<file path="src/rtl/ctrl_param_bank.sv">
`default_nettype none
// ============================================================================
//  Module   : ctrl_param_bank
//  Brief    : Double-buffered (shadow/active) per-channel, per-slot control
//             parameter bank. Host writes land in shadow; a commit copies
//             shadow to active on the next frame boundary.
//  Options  : CTRL_PARAM_READBACK_EN adds a shadow readback port.
//  Revision : 1.0 - initial release
// ============================================================================
module ctrl_param_bank #(
  parameter int N_CH   = 4,
  parameter int N_SLOT = 4,
  localparam int CW    = $clog2(N_CH),
  localparam int SW    = $clog2(N_SLOT),
  localparam int AW    = 4 + CW + SW
) (
  input  logic                 clk,
  input  logic                 rst_n,
  input  logic                 i_wr_valid,
  output logic                 o_wr_ready,
  input  logic [AW-1:0]        i_wr_addr,
  input  logic [15:0]          i_wr_data,
  output logic                 o_wr_err,
  input  logic                 i_commit,
  input  logic                 i_frame_sync,
  output logic                 o_commit_done,
  input  logic [SW-1:0]        i_slot,
  output logic [16*N_SLOT-1:0] o_ts_time,
  output logic [N_CH*N_CH-1:0] o_pulse_mask,
  output logic [N_CH*8-1:0]    o_pulse_hit,
  output logic [N_CH*8-1:0]    o_pulse_gnd,
  output logic [N_CH*4-1:0]    o_pulse_count,
  output logic [N_CH*16-1:0]   o_pulse_hush,
  output logic [N_CH*CW-1:0]   o_adc_vchn,
  output logic [N_CH*8-1:0]    o_adc_tick,
  output logic [N_CH*8-1:0]    o_adc_ratio
`ifdef CTRL_PARAM_READBACK_EN
  ,
  input  logic                 i_rd_valid,
  input  logic [AW-1:0]        i_rd_addr,
  output logic                 o_rd_valid,
  output logic [15:0]          o_rd_data
`endif
);

  localparam logic [0:0] ST_IDLE = 1'b0;
  localparam logic [0:0] ST_PEND = 1'b1;

  // Shadow copies (host-written)
  logic [15:0]     r_sh_ts    [N_SLOT];
  logic [N_CH-1:0] r_sh_mask  [N_CH][N_SLOT];
  logic [7:0]      r_sh_hit   [N_CH][N_SLOT];
  logic [7:0]      r_sh_gnd   [N_CH][N_SLOT];
  logic [3:0]      r_sh_count [N_CH][N_SLOT];
  logic [15:0]     r_sh_hush  [N_CH][N_SLOT];
  logic [CW-1:0]   r_sh_vchn  [N_CH][N_SLOT];
  logic [7:0]      r_sh_tick  [N_CH][N_SLOT];
  logic [7:0]      r_sh_ratio [N_CH][N_SLOT];
  // Active copies (what the datapath sees)
  logic [15:0]     r_ac_ts    [N_SLOT];
  logic [N_CH-1:0] r_ac_mask  [N_CH][N_SLOT];
  logic [7:0]      r_ac_hit   [N_CH][N_SLOT];
  logic [7:0]      r_ac_gnd   [N_CH][N_SLOT];
  logic [3:0]      r_ac_count [N_CH][N_SLOT];
  logic [15:0]     r_ac_hush  [N_CH][N_SLOT];
  logic [CW-1:0]   r_ac_vchn  [N_CH][N_SLOT];
  logic [7:0]      r_ac_tick  [N_CH][N_SLOT];
  logic [7:0]      r_ac_ratio [N_CH][N_SLOT];

  logic [0:0]    r_state;
  logic          r_wr_err;
  logic          r_commit_done;
  logic          w_wr_acc;
  logic          w_copy;
  logic [3:0]    w_fld;
  logic [CW-1:0] w_ch;
  logic [SW-1:0] w_slot;

  assign w_fld    = i_wr_addr[AW-1 -: 4];
  assign w_ch     = i_wr_addr[SW +: CW];
  assign w_slot   = i_wr_addr[SW-1:0];
  assign w_wr_acc = i_wr_valid && (r_state == ST_IDLE);
  assign w_copy   = (r_state == ST_PEND) && i_frame_sync;

  assign o_wr_ready    = (r_state == ST_IDLE);
  assign o_wr_err      = r_wr_err;
  assign o_commit_done = r_commit_done;

  // Shadow bank: reset to defaults, host writes truncated to field width
  always_ff @(posedge clk or negedge rst_n) begin
    if (!rst_n) begin
      for (int s = 0; s < N_SLOT; s++) begin
        r_sh_ts[s] <= (s == N_SLOT-1) ? 16'd5000 : 16'd9000;
        for (int c = 0; c < N_CH; c++) begin
          r_sh_mask[c][s]  <= N_CH'(1 << c);
          r_sh_hit[c][s]   <= (c == N_CH-1 && s == N_SLOT-1) ? 8'd20  : 8'd100;
          r_sh_gnd[c][s]   <= (c == N_CH-1 && s == N_SLOT-1) ? 8'd180 : 8'd100;
          r_sh_count[c][s] <= (c == N_CH-1 && s == N_SLOT-1) ? 4'd1   : 4'd4;
          r_sh_hush[c][s]  <= 16'd1000;
          r_sh_vchn[c][s]  <= CW'(c);
          r_sh_tick[c][s]  <= 8'd128;
          r_sh_ratio[c][s] <= 8'd8;
        end
      end
    end else if (w_wr_acc) begin
      case (w_fld)
        4'd0: r_sh_ts[w_slot]            <= i_wr_data;
        4'd1: r_sh_mask[w_ch][w_slot]    <= i_wr_data[N_CH-1:0];
        4'd2: r_sh_hit[w_ch][w_slot]     <= i_wr_data[7:0];
        4'd3: r_sh_gnd[w_ch][w_slot]     <= i_wr_data[7:0];
        4'd4: r_sh_count[w_ch][w_slot]   <= i_wr_data[3:0];
        4'd5: r_sh_hush[w_ch][w_slot]    <= i_wr_data;
        4'd6: r_sh_vchn[w_ch][w_slot]    <= i_wr_data[CW-1:0];
        4'd7: r_sh_tick[w_ch][w_slot]    <= i_wr_data[7:0];
        4'd8: r_sh_ratio[w_ch][w_slot]   <= i_wr_data[7:0];
        default: ;
      endcase
    end
  end

  // Active bank: reset to defaults, whole-bank copy from shadow on commit
  always_ff @(posedge clk or negedge rst_n) begin
    if (!rst_n) begin
      for (int s = 0; s < N_SLOT; s++) begin
        r_ac_ts[s] <= (s == N_SLOT-1) ? 16'd5000 : 16'd9000;
        for (int c = 0; c < N_CH; c++) begin
          r_ac_mask[c][s]  <= N_CH'(1 << c);
          r_ac_hit[c][s]   <= (c == N_CH-1 && s == N_SLOT-1) ? 8'd20  : 8'd100;
          r_ac_gnd[c][s]   <= (c == N_CH-1 && s == N_SLOT-1) ? 8'd180 : 8'd100;
          r_ac_count[c][s] <= (c == N_CH-1 && s == N_SLOT-1) ? 4'd1   : 4'd4;
          r_ac_hush[c][s]  <= 16'd1000;
          r_ac_vchn[c][s]  <= CW'(c);
          r_ac_tick[c][s]  <= 8'd128;
          r_ac_ratio[c][s] <= 8'd8;
        end
      end
    end else if (w_copy) begin
      for (int s = 0; s < N_SLOT; s++) begin
        r_ac_ts[s] <= r_sh_ts[s];
        for (int c = 0; c < N_CH; c++) begin
          r_ac_mask[c][s]  <= r_sh_mask[c][s];
          r_ac_hit[c][s]   <= r_sh_hit[c][s];
          r_ac_gnd[c][s]   <= r_sh_gnd[c][s];
          r_ac_count[c][s] <= r_sh_count[c][s];
          r_ac_hush[c][s]  <= r_sh_hush[c][s];
          r_ac_vchn[c][s]  <= r_sh_vchn[c][s];
          r_ac_tick[c][s]  <= r_sh_tick[c][s];
          r_ac_ratio[c][s] <= r_sh_ratio[c][s];
        end
      end
    end
  end

  // Commit FSM: a commit arms PEND; the next frame sync performs the copy.
  // A frame sync coincident with the commit request does not count.
  always_ff @(posedge clk or negedge rst_n) begin
    if (!rst_n) begin
      r_state <= ST_IDLE;
    end else begin
      case (r_state)
        ST_IDLE: if (i_commit)     r_state <= ST_PEND;
        ST_PEND: if (i_frame_sync) r_state <= ST_IDLE;
        default:                   r_state <= ST_IDLE;
      endcase
    end
  end

  // Status pulses, one cycle after the triggering edge
  always_ff @(posedge clk or negedge rst_n) begin
    if (!rst_n) begin
      r_wr_err      <= 1'b0;
      r_commit_done <= 1'b0;
    end else begin
      r_wr_err      <= w_wr_acc && (w_fld > 4'd8);
      r_commit_done <= w_copy;
    end
  end

  generate
    for (genvar s = 0; s < N_SLOT; s++) begin : g_ts
      assign o_ts_time[16*s +: 16] = r_ac_ts[s];
    end

    for (genvar c = 0; c < N_CH; c++) begin : g_ch
      logic [N_CH-1:0] r_mask;
      logic [7:0]      r_hit;
      logic [7:0]      r_gnd;
      logic [3:0]      r_count;
      logic [15:0]     r_hush;
      logic [CW-1:0]   r_vchn;
      logic [7:0]      r_tick;
      logic [7:0]      r_ratio;

      // Registered per-channel view of the active bank for the selected slot
      always_ff @(posedge clk or negedge rst_n) begin
        if (!rst_n) begin
          r_mask  <= N_CH'(1 << c);
          r_hit   <= 8'd100;
          r_gnd   <= 8'd100;
          r_count <= 4'd4;
          r_hush  <= 16'd1000;
          r_vchn  <= CW'(c);
          r_tick  <= 8'd128;
          r_ratio <= 8'd8;
        end else begin
          r_mask  <= r_ac_mask[c][i_slot];
          r_hit   <= r_ac_hit[c][i_slot];
          r_gnd   <= r_ac_gnd[c][i_slot];
          r_count <= r_ac_count[c][i_slot];
          r_hush  <= r_ac_hush[c][i_slot];
          r_vchn  <= r_ac_vchn[c][i_slot];
          r_tick  <= r_ac_tick[c][i_slot];
          r_ratio <= r_ac_ratio[c][i_slot];
        end
      end

      assign o_pulse_mask[N_CH*c +: N_CH] = r_mask;
      assign o_pulse_hit[8*c +: 8]        = r_hit;
      assign o_pulse_gnd[8*c +: 8]        = r_gnd;
      assign o_pulse_count[4*c +: 4]      = r_count;
      assign o_pulse_hush[16*c +: 16]     = r_hush;
      assign o_adc_vchn[CW*c +: CW]       = r_vchn;
      assign o_adc_tick[8*c +: 8]         = r_tick;
      assign o_adc_ratio[8*c +: 8]        = r_ratio;
    end
  endgenerate

`ifdef CTRL_PARAM_READBACK_EN
  logic [3:0]    w_rd_fld;
  logic [CW-1:0] w_rd_ch;
  logic [SW-1:0] w_rd_slot;
  logic [15:0]   w_rd_val;
  logic          r_rd_valid;
  logic [15:0]   r_rd_data;

  assign w_rd_fld  = i_rd_addr[AW-1 -: 4];
  assign w_rd_ch   = i_rd_addr[SW +: CW];
  assign w_rd_slot = i_rd_addr[SW-1:0];

  // Select the addressed shadow entry, zero-extended; unmapped reads give 0
  always_comb begin
    w_rd_val = 16'd0;
    case (w_rd_fld)
      4'd0: w_rd_val = r_sh_ts[w_rd_slot];
      4'd1: w_rd_val = 16'(r_sh_mask[w_rd_ch][w_rd_slot]);
      4'd2: w_rd_val = 16'(r_sh_hit[w_rd_ch][w_rd_slot]);
      4'd3: w_rd_val = 16'(r_sh_gnd[w_rd_ch][w_rd_slot]);
      4'd4: w_rd_val = 16'(r_sh_count[w_rd_ch][w_rd_slot]);
      4'd5: w_rd_val = r_sh_hush[w_rd_ch][w_rd_slot];
      4'd6: w_rd_val = 16'(r_sh_vchn[w_rd_ch][w_rd_slot]);
      4'd7: w_rd_val = 16'(r_sh_tick[w_rd_ch][w_rd_slot]);
      4'd8: w_rd_val = 16'(r_sh_ratio[w_rd_ch][w_rd_slot]);
      default: w_rd_val = 16'd0;
    endcase
  end

  // Readback response one cycle after the request
  always_ff @(posedge clk or negedge rst_n) begin
    if (!rst_n) begin
      r_rd_valid <= 1'b0;
      r_rd_data  <= 16'd0;
    end else begin
      r_rd_valid <= i_rd_valid;
      r_rd_data  <= i_rd_valid ? w_rd_val : 16'd0;
    end
  end

  assign o_rd_valid = r_rd_valid;
  assign o_rd_data  = r_rd_data;
`endif

endmodule
`default_nettype wire
</file>
<file path="config.mk">
export PLATFORM = sky130hd
export DESIGN_NAME = ctrl_param_bank
export DESIGN_NICKNAME = d
export VERILOG_FILES = /design/src/rtl/ctrl_param_bank.sv
export SDC_FILE = /design/constraint.sdc
export NUM_CORES = 2
export LEC_CHECK = 0
export BUFFER_PORTS_ARGS = -buffer_cell sky130_fd_sc_hd__buf_2
export CAP_MARGIN = 10
export CORE_MARGIN = 4
export CORE_UTILIZATION = 64
export CTS_BUF_LIST = sky130_fd_sc_hd__clkbuf_8
export DETAILED_ROUTE_END_ITERATION = 7
export PLACE_DENSITY = 0.82
export SLEW_MARGIN = 20
export SYNTH_ARGS = -nofsm -noshare
export SYNTH_HDL_FRONTEND = slang
export SYNTH_SLANG_ARGS = --single-unit
</file>
<file path="constraint.sdc">
create_clock -name clk -period 2.79 [get_ports clk]
set_input_delay 0.279 -clock clk [delete_from_list [all_inputs] [get_ports clk]]
set_output_delay 0.279 -clock clk [all_outputs]
set_load 0.01 [all_outputs]
</file>
==> results by stage <==
Placement:
- The number of cells after detailed placement is 8935.
- The pre-CTS setup slack is 214.1 ps.
- The post-place instance area is 92310 um2.
- The count of buffers inserted at the top-level ports is 329.
- After legalization and detailed placement, the total HPWL measured 128100 um.
- At the end of routability-driven placement, the weighted congestion stood at 0.8272.

Global route:
- After global routing the overflow that remains totals 0.
- The via count of the first global-routing pass is 58.99k.
- The initial antenna violation count was 17.
- The first global-routing pass estimated 333800 um of wire.
- Entering global routing, the biggest net connects 145 pins.
- The combined global-route utilization of all metal layers is 0.3034.

Floorplan:
- The total I/O pin count is 330.
- The placeable core area is 135600 um2.
- The die is 377.7 um tall.
- The width of the die is 377.7 um.
- The die outline area is 142600 um2.
- The floorplan has 135 rows.
- The initial utilization of the core area, before any placement, comes to 0.6449.

Final layout:
- The largest registers in the layout are r_ac_hush: 256 flops, r_sh_hush: 256 flops.
- In the final layout, the share of cells above drive strength 1 is 0.3839.
- Compared with the post-synthesis result, the final layout area differs by 14.05%.
- The number of nets in the layout is 7569.
- The count of filler cells inserted in the layout is 8246.
- The number of standard cells in the layout, taps in and fillers out is 9606.
- Once layout is done, the placed cells without fillers occupy 99760 um2.

Logic synthesis:
- After synthesis, the most frequently instantiated cells are sky130_fd_sc_hd__nand2_1 (2979), sky130_fd_sc_hd__dfrtp_1 (1567), sky130_fd_sc_hd__mux2_2 (981), sky130_fd_sc_hd__dfstp_2 (652), sky130_fd_sc_hd__clkbuf_1 (362).
- The synthesized design contains 0 enable-type register cells.
- In this run the cell area of the synthesized design comes to 87470 um2.
- The share of the Yosys chip area taken by registers is 0.6442.
- In the post-synthesis netlist, the biggest area contributors are sky130_fd_sc_hd__dfrtp_1 (45%), sky130_fd_sc_hd__dfstp_2 (20%), sky130_fd_sc_hd__nand2_1 (13%).
- After synthesis, the netlist uses 36 different library cells.
- The share of synthesized flip-flops with an asynchronous set or reset is 1.000.
- The cell type with the highest aggregate area in the netlist is sky130_fd_sc_hd__dfrtp_1.
- The post-synthesis cell count is 7062.
- The net count of the mapped netlist is 7093.
- Among all cell types in the netlist, the one instantiated most often is sky130_fd_sc_hd__nand2_1.
- The mean instance size in the synthesized netlist is 12.39 um2.
- During synthesis, Yosys emitted a total of 0 warnings.
- Of the post-synthesis cell area, the dominant cell type holds 0.4483.
- The flop and latch count out of synthesis is 2219.
- Among all flip-flop cells after synthesis, the most frequent one is sky130_fd_sc_hd__dfrtp_1.

Drt:
- The wire length per cell is 22.03 um.
- In this run the remaining antenna-violating nets after routing total 0.
- In the routed design, unresolved DRC markers number 0.
- In the routed layout, each cell is associated on average with a via count of 5.806.
- The via total after detailed routing is 55.77k.
- After the first detailed-routing iteration, the DRC count stood at 5054.
- For this run, the detailed router's first-pass iteration total came to 6.
- Summed over all layers, the routed wires come to 211600 um.

Critical path:
- The reg-to-reg critical path startpoint is r_state$_DFF_PN0_.
- STA classifies the critical path endpoint as a flop.
- The critical setup path kind is reg2reg.
- The most critical setup path has its startpoint at r_state$_DFF_PN0_.
- The worst setup path is launched from a flop.
- For the worst setup path, the data arrival time is 3390 ps.
- For the worst setup path, the data required time is 3680 ps.
- The setup check on the worst reg-to-reg path leaves a slack of 290 ps.
- Along the worst path, the maximum fanout reaches 22.

STA:
- The maximum clock skew at final layout is 74.16 ps.
- The hold violation total from the final report is 0.
- The ratio of final minimum period to clock period is 0.8949.
- The number of pins with negative max-slew slack in the final report is 0.
- The pin slew with the least headroom to its limit is 789.8 ps.
- The relative slew slack is 0.4735.
- The smallest hold slack is 114.0 ps.
- The worst path meets setup with 293.2 ps of slack.
- Based on the critical path, the design can be clocked at up to 0.4005 GHz.
- The worst path in the final design needs a cycle of 2497 ps, including I/O delays and setup.
- Setup violations remaining at the end of the flow were counted as 0.
- Adding up every negative setup slack in the final design gives 0 ps.
- Setup repair after global routing left no endpoint under its margin.

Power and ir drop:
- The analysis attributes to net switching a power of 16.78 mW.
- Internal power comes to 51.04 mW.
- Of the total power, the clock network draws 0.408.
- The part of the power in registers is 0.515.
- The share of total power dissipated in combinational logic is 0.077.
- The worst IR drop on VDD is 0.4984 mV.
- The switching share of power is 0.2475.
- For this design the ratio of total power to cell area is 679.9 nW/um2.
- The leakage power is 52.03 nW.

Clock network:
- The clock-pin slew on the worst setup and hold paths is 60 ps.
- The total CTS buffers is 355.
- The master cell of the clock root buffer is sky130_fd_sc_hd__clkbuf_8.
- The clock tree from TritonCTS is done.
- Post-CTS timing repair inserted 0 buffers for setup.
- The clock sink count is 2219.
- The number of buffers between clock root and the deepest sink is 4.
- Clock latency on the worst-skew pair, taken at its later pin, is 1050 ps.
- The H-tree level count is 5.

Flow run:
- The count of max-cap constraint violations is 0.

Worst hold path:
- In this run the worst hold path is classified as in2reg.
- In this run the most critical hold path is launched from i_wr_valid.

Status:
- The flow ran to the end, and the final reports show no timing, DRC or antenna violations.
-- stage by stage --
step	utilization	total power [mW]
after floorplan	-	37.98
after global placement	0.6806	40.36
after detailed placement	0.6806	40.60
after CTS	0.7353	68.27
after global routing	0.7354	70.37
final	0.7355	67.82
-- routing by layer --
metal	track usage	wire length (um)	vias to the layer above
met1	0.4161	86610	29070
li1	-	-	24160
met4	0.1152	7028	10
met2	0.4833	102400	2093
met3	0.06684	15470	438
met5	0	83	-
-- layout make-up --
class	count	area (um2)	area share
diodes	7	17.52	0.0001756
inverters	2	15.01	0.0001505
repair buffers	591	4817	0.04829
clock buffers	448	6166	0.06181
clock inverters	189	974.7	0.009771
flip-flops and latches	2219	56340	0.5648
multi-input cells	4369	29190	0.2926
well taps	1781	2228	0.02234
-- final timing paths --
check	to	depth (start not counted)
worst max-delay path	r_sh_hush[93]$_DFFE_PN0P_	4
worst min-delay path	r_sh_tick[64]$_DFFE_PN0P_	5
min in group asynchronous	g_ch[1].r_hush[8]$_DFF_PN1_	2
max in group asynchronous	r_ac_gnd[34]$_DFFE_PN1P_	4
worst max register to register	r_sh_hush[93]$_DFFE_PN0P_	4
worst min register to register	r_ac_tick[57]$_DFFE_PN0P_	2
-- cells by family (layout without fill, tap and decap cells) --
family	after synthesis	after routing	share of synthesized area
other cells	0	7	0
buf+inv	474	1230	0.02240
simple gates	3144	3144	0.1455
mux	1224	1224	0.1879
flops	2219	2219	0.6442
compound gates	1	1	0.00005716
-- critical path: stages (launching register included) --
cell	delay [ps]
sky130_fd_sc_hd__dfrtp_1	480
sky130_fd_sc_hd__and4bb_4	630
sky130_fd_sc_hd__buf_4	240
sky130_fd_sc_hd__nand3_2	460
sky130_fd_sc_hd__mux2_2	480
-- power by group through the flow --
stage | clock network, mW | registers [mW] | logic (mW)
after floorplan | 0 | 35.3 | 2.65
after global placement | 0 | 35.3 | 5.03
after detailed placement | 0 | 35.4 | 5.19
after CTS | 28.1 | 34.9 | 5.27
after global routing | 29.6 | 35.1 | 5.71
final | 27.7 | 34.9 | 5.22
-- layout by cell type, fill, tap and decap left out, drive strengths merged --
master       count
nor2b            3
nor4             1
or4              1
nand4bb          1
nand3           92
nor2             2
clkbuf         448
dfrtp         1567
clkinvlp         5
and4b            4
nand4b           6
dfstp          652
mux4           232
or4b             1
and4            21
o21ai            1
and4bb           7
mux2           992
nor4b            5
nor3            13
diode            7
buf            565
and3             5
nand4            2
inv            149
and3b            1
bufinv           8
clkinv          29
nand2         2979
dlygate4sd3     26
-- repair_timing --
action                                 in CTS  in global routing
gates resized for setup                     0                  0
endpoints found under the hold margin    2057                  0
hold buffers                               27                  0
Power figures use the tool's default switching activity.
